--- config.mk ---
export PLATFORM = sky130hd
export DESIGN_NAME = mem_port_arbiter
export DESIGN_NICKNAME = d
export VERILOG_FILES = /design/src/rtl/mips_bus_pkg.sv /design/src/rtl/arb_timeout_counter.sv /design/src/rtl/mem_port_arbiter.sv
export SDC_FILE = /design/constraint.sdc
export NUM_CORES = 1
export LEC_CHECK = 0
export CAP_MARGIN = 20
export CORE_AREA = 2 2 108 110
export DETAILED_ROUTE_END_ITERATION = 7
export DIE_AREA = 0 0 110 112
export SETUP_SLACK_MARGIN = 0.3
export SKIP_LAST_GASP = 1
export SLEW_MARGIN = 20
export SYNTH_ARGS = -nofsm -noshare
export SYNTH_HDL_FRONTEND = slang
export SYNTH_HIERARCHICAL = 1
export SYNTH_SLANG_ARGS = --single-unit
--- constraint.sdc ---
create_clock -name clk -period 4.51 [get_ports clk]
set_clock_uncertainty 0.05 [all_clocks]
set_input_delay 0.451 -clock clk [delete_from_list [all_inputs] [get_ports clk]]
set_output_delay 0.451 -clock clk [all_outputs]
set_load 0.05 [all_outputs]
--- src/rtl/mips_bus_pkg.sv ---
// Shared bus-arbiter types: grant-state encoding and requester owner codes.
package mips_bus_pkg;

  typedef enum logic [1:0] {
    IDLE    = 2'b00,
    GRANT_I = 2'b01,
    GRANT_D = 2'b10
  } arb_state_t;

  localparam logic OWNER_I = 1'b0;
  localparam logic OWNER_D = 1'b1;

endpackage

--- src/rtl/arb_timeout_counter.sv ---
// Counts consecutive stalled grant cycles; expired is high once the count equals TIMEOUT.
// Latency: expired is registered-count based, so it rises the cycle after the TIMEOUT-th stall.
// Backpressure: none; clear wins over stall. TIMEOUT=0 ties expired low.
module arb_timeout_counter #(
  parameter int unsigned TIMEOUT = 255
) (
  input  logic clk,
  input  logic reset,
  input  logic clear,
  input  logic stall,
  output logic expired
);

  localparam int unsigned CW = (TIMEOUT == 0) ? 1 : $clog2(TIMEOUT + 1);
  localparam logic [CW-1:0] LIMIT = CW'(TIMEOUT);

  logic [CW-1:0] cnt_q, cnt_d;

  assign expired = (TIMEOUT != 0) && (cnt_q == LIMIT);

  always_comb begin
    cnt_d = cnt_q;
    if (clear) begin
      cnt_d = '0;
    end else if (stall && !expired) begin
      cnt_d = cnt_q + CW'(1);
    end
  end

  always_ff @(posedge clk or negedge reset) begin
    if (!reset) begin
      cnt_q <= '0;
    end else begin
      cnt_q <= cnt_d;
    end
  end

endmodule

--- src/rtl/mem_port_arbiter.sv ---
// Shares one Avalon-style memory port between instruction-fetch and data requesters.
// Latency: grant registered, ack combinational on the first non-stalled grant cycle (min 2 cycles).
// Backpressure: mem_waitrequest holds the grant; timeout aborts with err. Option: ARB_ROUND_ROBIN_EN.
module mem_port_arbiter
  import mips_bus_pkg::*;
#(
  parameter int unsigned ADDR_W  = 32,
  parameter int unsigned DATA_W  = 32,
  parameter int unsigned TIMEOUT = 255
) (
  input  logic                  clk,
  input  logic                  reset,
  input  logic                  i_req,
  input  logic [ADDR_W-1:0]     i_addr,
  output logic                  i_ack,
  output logic [DATA_W-1:0]     i_rdata,
  input  logic                  d_req,
  input  logic                  d_we,
  input  logic [ADDR_W-1:0]     d_addr,
  input  logic [DATA_W-1:0]     d_wdata,
  input  logic [DATA_W/8-1:0]   d_be,
  output logic                  d_ack,
  output logic [DATA_W-1:0]     d_rdata,
  output logic                  err,
  output logic [ADDR_W-1:0]     mem_address,
  output logic                  mem_read,
  output logic                  mem_write,
  output logic [DATA_W/8-1:0]   mem_byteenable,
  output logic [DATA_W-1:0]     mem_writedata,
  input  logic                  mem_waitrequest,
  input  logic [DATA_W-1:0]     mem_readdata
);

  arb_state_t state_q, state_d;
  logic       expired;
  logic       pick_d;
  logic       done;

  arb_timeout_counter #(.TIMEOUT(TIMEOUT)) u_timeout (
    .clk     (clk),
    .reset   (reset),
    .clear   (state_q == IDLE),
    .stall   ((state_q != IDLE) && mem_waitrequest),
    .expired (expired)
  );

`ifdef ARB_ROUND_ROBIN_EN
  logic last_q, last_d;

  // On contention the requester that did not own the bus last goes first.
  assign pick_d = d_req && (!i_req || (last_q == OWNER_I));

  always_comb begin
    last_d = last_q;
    if (i_ack) begin
      last_d = OWNER_I;
    end else if (d_ack) begin
      last_d = OWNER_D;
    end
  end

  always_ff @(posedge clk or negedge reset) begin
    if (!reset) begin
      last_q <= OWNER_I;
    end else begin
      last_q <= last_d;
    end
  end
`else
  assign pick_d = d_req;
`endif

  assign done = expired || !mem_waitrequest;

  always_comb begin
    state_d        = state_q;
    mem_address    = '0;
    mem_read       = 1'b0;
    mem_write      = 1'b0;
    mem_byteenable = '0;
    mem_writedata  = '0;
    i_ack          = 1'b0;
    i_rdata        = '0;
    d_ack          = 1'b0;
    d_rdata        = '0;
    err            = 1'b0;
    case (state_q)
      IDLE: begin
        if (pick_d) begin
          state_d = GRANT_D;
        end else if (i_req) begin
          state_d = GRANT_I;
        end
      end
      GRANT_I: begin
        mem_address    = i_addr;
        mem_byteenable = '1;
        mem_read       = !expired;
        if (done) begin
          i_ack   = 1'b1;
          err     = expired;
          i_rdata = expired ? '0 : mem_readdata;
          state_d = IDLE;
        end
      end
      GRANT_D: begin
        mem_address    = d_addr;
        mem_byteenable = d_be;
        mem_writedata  = d_wdata;
        // Strobes are withdrawn in the abort cycle so memory never sees a late completion.
        mem_read       = !expired && !d_we;
        mem_write      = !expired && d_we;
        if (done) begin
          d_ack   = 1'b1;
          err     = expired;
          d_rdata = (expired || d_we) ? '0 : mem_readdata;
          state_d = IDLE;
        end
      end
      default: state_d = IDLE;
    endcase
  end

  always_ff @(posedge clk or negedge reset) begin
    if (!reset) begin
      state_q <= IDLE;
    end else begin
      state_q <= state_d;
    end
  end

endmodule
Yosys cells after proc, flatten, opt, wreduce, memory -nomap -nowiden
Index checks and enable logic that the tools add are counted.

Register bits: 10. Input bits: 138. Output and inout port bits: 137. Logic and storage cells: 44.

$add $sub $neg: 1. Equal/unequal tests: 5. Mux-type cells: 22. Reduce and logical (&&, ||, !) cells: 14.

Operators by type and width (number): 32-bit 2-to-1 mux (7); 32-bit case mux with 2 select lines (1); 8-bit 2-to-1 mux (2); 8-bit by 1-bit adder with 8-bit output, second input constant (1); 8-bit equality test, second input constant (1); 4-bit case mux with 2 select lines (1); 1-bit 2-to-1 mux (6); 2-bit 2-to-1 mux (3); 1-bit logical AND (4); 2-bit case mux with 2 select lines (1); 2-bit nonzero test (2); 1-bit zero test (3); 3-bit != test, second input constant (1); 2-bit by 1-bit equality test with 1-bit output, second input constant (1); 2-bit equality test, second input constant (1); 2-bit zero test (1); 1-bit logical OR (2); 2-bit by 1-bit != test with 1-bit output, second input constant (1); 1-bit case mux with 2 select lines (1); 2-bit AND reduction (1); 2-bit OR reduction (1).

Depth between registers and ports, before layout
Gate-level depths: netlist of run 1.

Depth in word-level cells: 5. Depth in mapped cells: 6. Mapped depth without buffers: 6.

Modules after synthesis
The synthesis of run 1 kept the hierarchy.

By module, submodules not included: mem_port_arbiter (instances 1, cells each 251, area an instance 1467.7 µm², sequential area each 50.0 µm²); arb_timeout_counter (instances 1, cells each 47, area an instance 469.2 µm², sequential area each 200.2 µm²).

Worst setup path before layout of run 1
Ideal clock, no wire load.

Kind: reg2out. Start point: register u_timeout.cnt_q[0]. End point: output port mem_write. Arrival time: 2.205 ns. Required time: 4.009 ns. Path slack: 1.804 ns. Cell stages (with the launch flop): 5. Path buffers: 0. Cells stage by stage: dfrtp_1 -> ha_1 -> and4_4 -> and2_2 -> nor3b_1.

Longest elaborated chain between the ends: 4.

RTL lines: from (decl) (line arb_timeout_counter.sv:17) `logic [CW-1:0] cnt_q, cnt_d;`; from (signal assigned) (line arb_timeout_counter.sv:34) `cnt_q <= cnt_d;`; 8-bit equality test (line arb_timeout_counter.sv:19) `assign expired = (TIMEOUT != 0) && (cnt_q == LIMIT);`; named net expired (line mem_port_arbiter.sv:35) `logic expired;`; 1-bit zero test (line mem_port_arbiter.sv:112) `mem_write = !expired && d_we;`; 1-bit logical AND (line mem_port_arbiter.sv:112); 1-bit 2-to-1 mux (line mem_port_arbiter.sv:87) `case (state_q)`; to (decl) (line mem_port_arbiter.sv:27) `output logic mem_write,`.

The timed path passes the listed nets, and every way through them passes these cells.

Worst setup path after layout of run 1
Start point: register u_timeout.cnt_q[0]. End point: output port i_rdata[14].

Longest elaborated chain between the ends: 4. Elaborated cells on any way between the ends: 5. Those cells by class: eq/ne (1); mux (3); reduce/logical (1).

RTL lines: 8-bit equality test * (line arb_timeout_counter.sv:19); named net expired (line mem_port_arbiter.sv:35); 32-bit 2-to-1 mux or 1-bit logical OR (tied branches) (line mem_port_arbiter.sv:102, mem_port_arbiter.sv:73); 32-bit 2-to-1 mux * (line mem_port_arbiter.sv:99) `if (done) begin`; 32-bit 2-to-1 mux * (line mem_port_arbiter.sv:87); to (decl) (line mem_port_arbiter.sv:16) `output logic [DATA_W-1:0] i_rdata,`.

Mark *: on every way through the listed nets, which the timed path passes. The rest lies on a longest branch.

==> results.toml, run 1 <==
[sta]
fin_crit_sh_pct = 75.92
rsz0062_at_grt = "false"
post-route-min-period_ps = 3424
worst_pin_slew_ps = 974.1
setup_tns_ps = 0
finalWorstSetupSlack_ps = 1086
final_max_slew_viol_count = 0
setup_viol = 0
relSlewSlack_pct = 34.86
fmaxAchievable_mhz = 292.0
hold_viol_final = 0

[synth]
synth_top_area_share_pct = 12.92
synth_area_leaders = "dfrtp_1, nor2_1, nor2b_1"
synth_commonest_cells = "nor2_1, nor2b_1, nand2b_1"
ys.flop_type = "dfrtp_1"
synth_edf_count = 0
avgSynthCellArea_sq_um = 6.500
synth-async-reset-ratio_pct = 100.0
netlist_area_sq_um = 1937
synth-seq-area-share_pct = 12.92
synthDistinctLibCells = 33
yosysMostFrequentCell = "nor2_1"
syn_inst = 298
yosysWarnings = 6
synth_nets = 441
ys_ff_latch = 10
yosysTopAreaCell = "dfrtp_1"

[route]
ant_nets = 0
wl_per_cell_microns = 16.28
wirelength_microns = 11360
route.detailed.drc = 0
first_pass_iters = 4
num_vias = 2990
vias_per_cell = 4.284
initialDrtViolationCount = 178

[clocking]
clkLatencyLatePin_ps = 240
root_buffer = "clkbuf_16"
h-tree-depth = 1
clk_pin_slew_ps = 40
clock_path_buffers = 2
post-cts-setup-buffer-count = 0
cts_buffers = 3
clock-sinks = 10
cts_tree = "yes"
cts_resized = 0
ctsHoldBuffers = 0

[grt]
antenna_found_initial = 0
grt_use_total_pct = 17.13
grt_max_degree = 39
grt_pass1_wl_microns = 16430
grt-ovfl-total = 0
grt_pass1_vias = 2887

[worst_setup_path]
cp_max_fo = 32
critPathKind = "reg -> out"
arrival_ps = 2920
critical_path.endpoint_type = "primary output"
cp_data_required_time_ps = 4010
startpoint_type = "flop"

[cells_and_area]
n_antenna_cell = 0
multiInputGateArea_sq_um = 1553
fill_cells = 1163
nNetsFinal = 699
layout-drive-gt1-share_pct = 3.063
regArea_sq_um = 250.2
area_delta_synth_final_pct = 151.2
fin_area_sq_um = 4866

[min_path]
min_path_type = "in -> async"

[placement]
dp_slack_ps = 1019
numPortBuffers = 274
place_area_sq_um = 4775
place_hpwl_microns = 9288
gp_congestion = 0.9099

[floorplan]
dieArea_sq_um = 12320
die_width_microns = 110
die_h_microns = 112
coreArea_sq_um = 11170
rows = 39
initial_utilization_pct = 17.33
ios = 275

[pwr]
vdd_ir_drop_max_uv = 257.9
p_per_area_nw_per_um2 = 498.3
cellLeakagePower_nw = 1.726
total_power_w = 0.002425

[run_status]
run_status = "complete, no violations"

[flow_run]
cap_viol_max_count = 0
-- cells by family (layout without fill, tap and decap cells) --
group / after synthesis / after routing / synth area share [%]
simple gates: 197 / 197 / 55.62
compound gates: 53 / 53 / 19.32
buf+inv: 30 / 287 / 7.041
flops: 10 / 10 / 12.92
fa+ha+maj: 5 / 5 / 3.230
mux: 3 / 3 / 1.873
-- power breakdown --
part | leakage [nW] | internal, W | switching, W
Combinational | 1.54 | 0.000762 | 0.00137
Sequential | 0.137 | 0.000104 | 0.0000133
Clock | 0.0442 | 0.000134 | 0.0000442
Total | 1.73 | 0.00100 | 0.00143
-- cell usage in the layout (no fill, tap or decap), types with 2 or more instances in the layout --
master           synthesis  layout
a211oi_1                 4       4
a21oi_1                 10      10
a22oi_1                 32      32
a31oi_1                  2       2
and2_1                  35      35
buf_4                    2       5
clkbuf_16                0       3
clkdlybuf4s50_1          0     274
dfrtp_1                 10      10
ha_1                     5       5
inv_1                    4       4
nand2_1                  4       4
nand2b_1                37      36
nand3_1                  3       3
nand3b_1                 2       2
nand4_1                  2       2
nor2_1                  65      65
nor2b_1                 39      39
nor3_1                   2       2
nor3b_1                  2       2
o21bai_1                 2       2
-- worst paths after layout --
kind                                      end                from  cells past startpoint  slack (ps)
setup reg to reg           u_timeout/cnt_q[7]          state_q[1]                      6        2370
setup / recovery                  i_rdata[14]  u_timeout/cnt_q[0]                      6        1090
hold / removal                     state_q[1]               reset                      1         490
min in group clk           u_timeout/cnt_q[5]  u_timeout/cnt_q[5]                      1         500
hold reg to reg            u_timeout/cnt_q[5]  u_timeout/cnt_q[5]                      1         500
max in group asynchronous  u_timeout/cnt_q[4]               reset                      1        3590
-- per-layer routing --
| metal | GRT usage, % | part of all wire, % | vias to the layer above |
|---|---|---|---|
| met5 | 0 | 0 | - |
| met4 | 4.135 | 2.2 | 0 |
| met3 | 3.747 | 8.7 | 14 |
| met2 | 32.39 | 53 | 127 |
| met1 | 18.92 | 36 | 1346 |
| li1 | - | - | 1503 |
-- state kept, by name, indices dropped and copies added (netlist names) --
register	cells
u_timeout/cnt_q	8
state_q	2
-- stage by stage --
step | utilization, % | hold WS, ps | std cells
detailed placement | 42.73 | 480.7 | 694
CTS | 43.52 | 488.8 | 698
floorplan | - | 105.4 | 298
global placement | 42.73 | 476.8 | 694
finish | 43.55 | 491.4 | 698
global route | 43.55 | 511.5 | 698
-- critical path, stage by stage (launching register included) --
cell	delay, ps
dfrtp_1	400
ha_1	270
and4_4	210
and2_2	210
nand2b_2	480
nor2_1	250
clkdlybuf4s50_1	840
-- area by class of cell --
| cell class | instances | share of cell area (%) |
|---|---|---|
| Clock buffer | 4 | 1.826 |
| Inverter | 4 | 0.3086 |
| Multi-Input combinational cell | 258 | 31.91 |
| Sequential cell | 10 | 5.143 |
| Tap cell | 143 | 3.677 |
| Timing Repair Buffer | 279 | 57.14 |
No activity file was read; power rests on OpenSTA's default activity.
==> run 2, diff against run 1 <==
--- a/config.mk
+++ b/config.mk
@@ -6,9 +6,10 @@
 export NUM_CORES = 1
 export LEC_CHECK = 0
 export CAP_MARGIN = 20
-export CORE_AREA = 2 2 108 110
+export CORE_AREA = 2 2 106 108
 export DETAILED_ROUTE_END_ITERATION = 7
-export DIE_AREA = 0 0 110 112
+export DIE_AREA = 0 0 108 110
+export PLACE_DENSITY = 0.66
 export SETUP_SLACK_MARGIN = 0.3
 export SKIP_LAST_GASP = 1
 export SLEW_MARGIN = 20
==> constraint.sdc (replaced) <==
create_clock -name clk -period 3.02 [get_ports clk]
set_clock_uncertainty 0.05 [all_clocks]
set_input_delay 0.302 -clock clk [delete_from_list [all_inputs] [get_ports clk]]
set_output_delay 0.302 -clock clk [all_outputs]
set_load 0.05 [all_outputs]
==> results.toml, run 2 (synthesized netlist as in run 1, its figures left out) <==
[run_status]
run_status = "complete, no violations"

[pwr]
p_per_area_nw_per_um2 = 707.5
vdd_ir_drop_max_uv = 417.6
cellLeakagePower_nw = 2.274

[grt]
grt_max_degree = 39
antenna_found_initial = 0
grt-ovfl-total = 0
grt_pass1_vias = 2955
grt_use_total_pct = 18.03
grt_pass1_wl_microns = 16640

[floorplan]
initial_utilization_pct = 18.11
die_width_microns = 108
coreArea_sq_um = 10700
ios = 275
die_h_microns = 110
rows = 38
dieArea_sq_um = 11880

[sta]
hold_viol_final = 0
relSlewSlack_pct = 57.96
fmaxAchievable_mhz = 390.2
worst_pin_slew_ps = 630.5
setup_viol = 0
hold_ws_ps = 340.4
fin_crit_sh_pct = 84.86
rsz0062_at_grt = "false"
post-route-min-period_ps = 2563
setup_tns_ps = 0
final_max_slew_viol_count = 0
finalWorstSetupSlack_ps = 457.2

[cells_and_area]
most-common-layout-cells = "clkdlybuf4s50_1, buf_12, nor2_1, buf_4, nor2b_1"
nNetsFinal = 702
mostFrequentLayoutCell = "clkdlybuf4s50_1"
layout-drive-gt1-share_pct = 28.37
n_antenna_cell = 0
area_delta_synth_final_pct = 199.1
largest_reg_flops = 8
largest-register = "u_timeout/cnt_q"
largestRegisters = "u_timeout/cnt_q: 8 flops, state_q: 2 flops"

[min_path]
min_path_type = "in -> async"

[clocking]
clkLatencyLatePin_ps = 230
clock-sinks = 10
h-tree-depth = 1
root_buffer = "clkbuf_8"
clock_path_buffers = 2
cts_buffers = 3
post-cts-setup-buffer-count = 0
clk_pin_slew_ps = 50
cts_tree = "yes"

[route]
wirelength_microns = 11870
wl_per_cell_microns = 17.02
route.detailed.drc = 0
vias_per_cell = 4.486
first_pass_iters = 5
initialDrtViolationCount = 165
ant_nets = 0
num_vias = 3127

[worst_setup_path]
startpoint_type = "flop"
cp_data_required_time_ps = 2670
cp_max_fo = 22
critPathKind = "reg -> out"
arrival_ps = 2210
critical_path.endpoint_type = "primary output"

[placement]
numPortBuffers = 274
place_hpwl_microns = 10010
gp_congestion = 0.9390
dp_slack_ps = 487.4

[flow_run]
cap_viol_max_count = 0
==> run 2: area by class of cell <==
cell class	count	area (sq um)
Fill cell	951	4905
Timing Repair Buffer	282	3749
Multi-Input combinational cell	258	1563
Sequential cell	10	250.2
Tap cell	140	175.2
Clock buffer	3	41.29
Inverter	4	15.01
==> run 2: report_power, final <==
part / total, W / switching (W) / internal [W]
logic: 0.00379 / 0.00219 / 0.00160
clock network: 0.000133 / 0.0000465 / 0.0000868
registers: 0.000176 / 0.0000204 / 0.000155
total: 0.00410 / 0.00226 / 0.00184
==> run 2: final timing paths <==
path                                    start                 end  slack (ps)  depth (start not counted)
setup / recovery           u_timeout/cnt_q[0]         i_rdata[15]         460                          7
hold / removal                          reset  u_timeout/cnt_q[1]         340                          1
setup reg to reg                   state_q[1]  u_timeout/cnt_q[7]         840                          6
hold reg to reg            u_timeout/cnt_q[5]  u_timeout/cnt_q[5]         510                          1
max in group asynchronous               reset          state_q[1]        2260                          1
min in group clk           u_timeout/cnt_q[5]  u_timeout/cnt_q[5]         510                          1
==> run 2: stage by stage <==
step                utilization, %  power [W]  instance area (sq um)  instances
floorplan                        -   0.002301                   1937        298
global placement             53.65   0.003933                   5739        694
detailed placement           53.65   0.003977                   5739        694
CTS                          54.06   0.004121                   5783        697
global route                 54.15   0.004296                   5793        697
finish                       54.15   0.004099                   5793        697
==> run 2: repair_timing <==
action	in CTS	in global routing
hold buffers	0	0
endpoints found under the setup margin	22	22
resized for setup	1	3
cloned	0	0
==> run 2: routing by layer <==
layer	vias to the layer above	global-route usage, %	share of wire [%]
li1	1510	-	-
met1	1462	19.09	34
met2	141	35.76	56
met3	14	4.527	8.2
met4	0	3.846	1.7
met5	-	0	0
==> run 2: worst max-delay path, cell delays in order, from the launching register on <==
cell and delay, ps:
dfrtp_1 410, ha_1 270, and4_4 220, and2_2 210, nand2b_4 220, buf_4 240, nor2_1 240, buf_12 170
==> run 3, diff against run 2 <==
==> constraint.sdc (replaced) <==
create_clock -name clk -period 2.12 [get_ports clk]
set_clock_uncertainty 0.05 [all_clocks]
set_input_delay 0.212 -clock clk [delete_from_list [all_inputs] [get_ports clk]]
set_output_delay 0.212 -clock clk [all_outputs]
set_load 0.05 [all_outputs]
==> results.toml, run 3 (synthesized netlist as in run 1, its figures left out) <==
[worst_setup_path]
cp_data_required_time_ps = 1860
regToRegStartpoint = "u_timeout/cnt_q[1]"
r2r_cells = 8
cp_top_family = "simple AND/OR/NAND/NOR gates"
startpoint_type = "flop"
worst_path_max_delay_cell = "dfrtp_1"
worst-path-buf-inv = 3
crit_path_cell_trace = "ha_4, and4_4, and2_4, nand3b_1, buf_12, buf_12, nor2_4, buf_12"
cpPeakStageDelay_ps = 410
path_common_cell = "buf_12"
rrSetupSlack_ps = 160
crit-reg2reg-capture = "state_q[1]"
arrival_ps = 1930
cp_max_fo = 10
critPathKind = "reg -> out"
critical_path.endpoint_type = "primary output"

[floorplan]
initial_utilization_pct = 18.11
ios = 275
die_h_microns = 110
dieArea_sq_um = 11880
coreArea_sq_um = 10700
rows = 38
die_width_microns = 108

[route]
num_vias = 3568
route.detailed.drc = 0
wl_per_cell_microns = 21.46
wl_met3_microns = 1183
route.met2.wl_microns = 9333
vias_per_cell = 4.634
highest_layer = "met4"
initialDrtViolationCount = 175
first_pass_iters = 4
wirelength_met1_microns = 5658
ant_nets = 0
wirelength_microns = 16520

[pwr]
vdd_ir_drop_max_uv = 975.5
total_power_w = 0.009725
cellLeakagePower_nw = 3.124
p_per_area_nw_per_um2 = 1160

[clocking]
root_buffer = "clkbuf_8"
cts_tree = "yes"
clkLatencyLatePin_ps = 240
clock_path_buffers = 2
clk_pin_slew_ps = 50
cts_buffers = 3
ctsHoldBuffers = 0
clock-sinks = 10
h-tree-depth = 1

[sta]
hold_viol_final = 0
post-route-min-period_ps = 2191
worst_pin_slew_ps = 503.5
fmaxAchievable_mhz = 456.4
setup_viol = 36
relSlewSlack_pct = 66.33
hold_ws_ps = 257.1
finalWorstSetupSlack_ps = -71.16
setup_tns_ps = -1467
rsz0062_at_grt = "true"
fin_crit_sh_pct = 103.4
final_max_slew_viol_count = 0

[cells_and_area]
largestRegisters = "u_timeout/cnt_q: 8 flops, state_q: 2 flops"
mostFrequentLayoutCell = "buf_12"
largest_reg_flops = 8
most-common-layout-cells = "buf_12, clkdlybuf4s50_1, nor2_4, nand2b_1, a22oi_2"
n_antenna_cell = 0
nNetsFinal = 774
layout-drive-gt1-share_pct = 63.81
largest-register = "u_timeout/cnt_q"
area_delta_synth_final_pct = 332.9
final_cells = 770

[grt]
grt_pass1_vias = 3667
grt-ovfl-total = 0
grt_use_total_pct = 23.73
antenna_found_initial = 0
grt_max_degree = 35
grt_pass1_wl_microns = 21630

[placement]
gp_congestion = 0.8014
place_hpwl_microns = 10960
numPortBuffers = 274
dp.cells = 703

[flow_run]
cap_viol_max_count = 0

[run_status]
violations = "setup timing"
run_status = "finished, violations left"

[min_path]
min_path_type = "in -> async"
==> run 3: metrics by stage <==
stage | utilization (%) | instance area (sq um) | worst slack (ps)
finish | 78.37 | 8384 | -71.16
global route | 78.37 | 8384 | -125.4
CTS | 73.11 | 7821 | -52.12
detailed placement | 64.68 | 6919 | 71.23
global placement | 64.68 | 6919 | 105.1
floorplan | - | 2584 | 41.05
==> run 3: power by group <==
part	switching [W]	internal [W]	leakage (nW)	total [W]
Combinational	0.00441	0.00482	2.96	0.00922
Clock	0.0000852	0.000164	0.0288	0.000249
Sequential	0.0000307	0.000221	0.135	0.000251
==> run 3: how the worst max path moves through the flow <==
stage | from | depth (start not counted) | to | slack (ps)
final | u_timeout/cnt_q[1] | 8 | d_rdata[28] | -70
after global routing | u_timeout/cnt_q[1] | 8 | d_rdata[16] | -130
after CTS | u_timeout/cnt_q[1] | 8 | d_rdata[12] | -50
after detailed placement | u_timeout/cnt_q[1] | 8 | d_rdata[0] | 70
after global placement | u_timeout/cnt_q[1] | 8 | d_rdata[0] | 110
after floorplan | u_timeout/cnt_q[1] | 6 | d_rdata[10] | 40
==> run 3: worst reg2reg max path, cell delays in order (launching register included) <==
cell and delay [ps]:
dfrtp_1 410, ha_4 180, and4_4 160, and2_4 140, buf_4 130, buf_6 110
buf_6 110, nand3b_1 290, a31o_1 280
==> run 3: timing repair <==
action | 4_1_cts | 5_1_grt
pin swaps | 16 | 33
cloned | 11 | 9
setup endpoints to repair | 106 | 132
resized for setup | 75 | 58
buffers inserted | 25 | 18
hold endpoints to repair | 0 | 0
==> run 3: area by class of cell <==
| type | instances | area, sq um |
|---|---|---|
| clock buffers | 4 | 55.05 |
| fillers | 599 | 2313 |
| inverters | 4 | 17.52 |
| multi-input cells | 258 | 2566 |
| flip-flops and latches | 10 | 251.5 |
| well taps | 140 | 175.2 |
| repair buffers | 354 | 5319 |
==> run 3: layer usage <==
metal | track usage (%) | vias to the layer above
li1 | - | 1668
met1 | 24.68 | 1716
met2 | 47.17 | 159
met3 | 6.173 | 25
met4 | 5.678 | 0
met5 | 0 | -
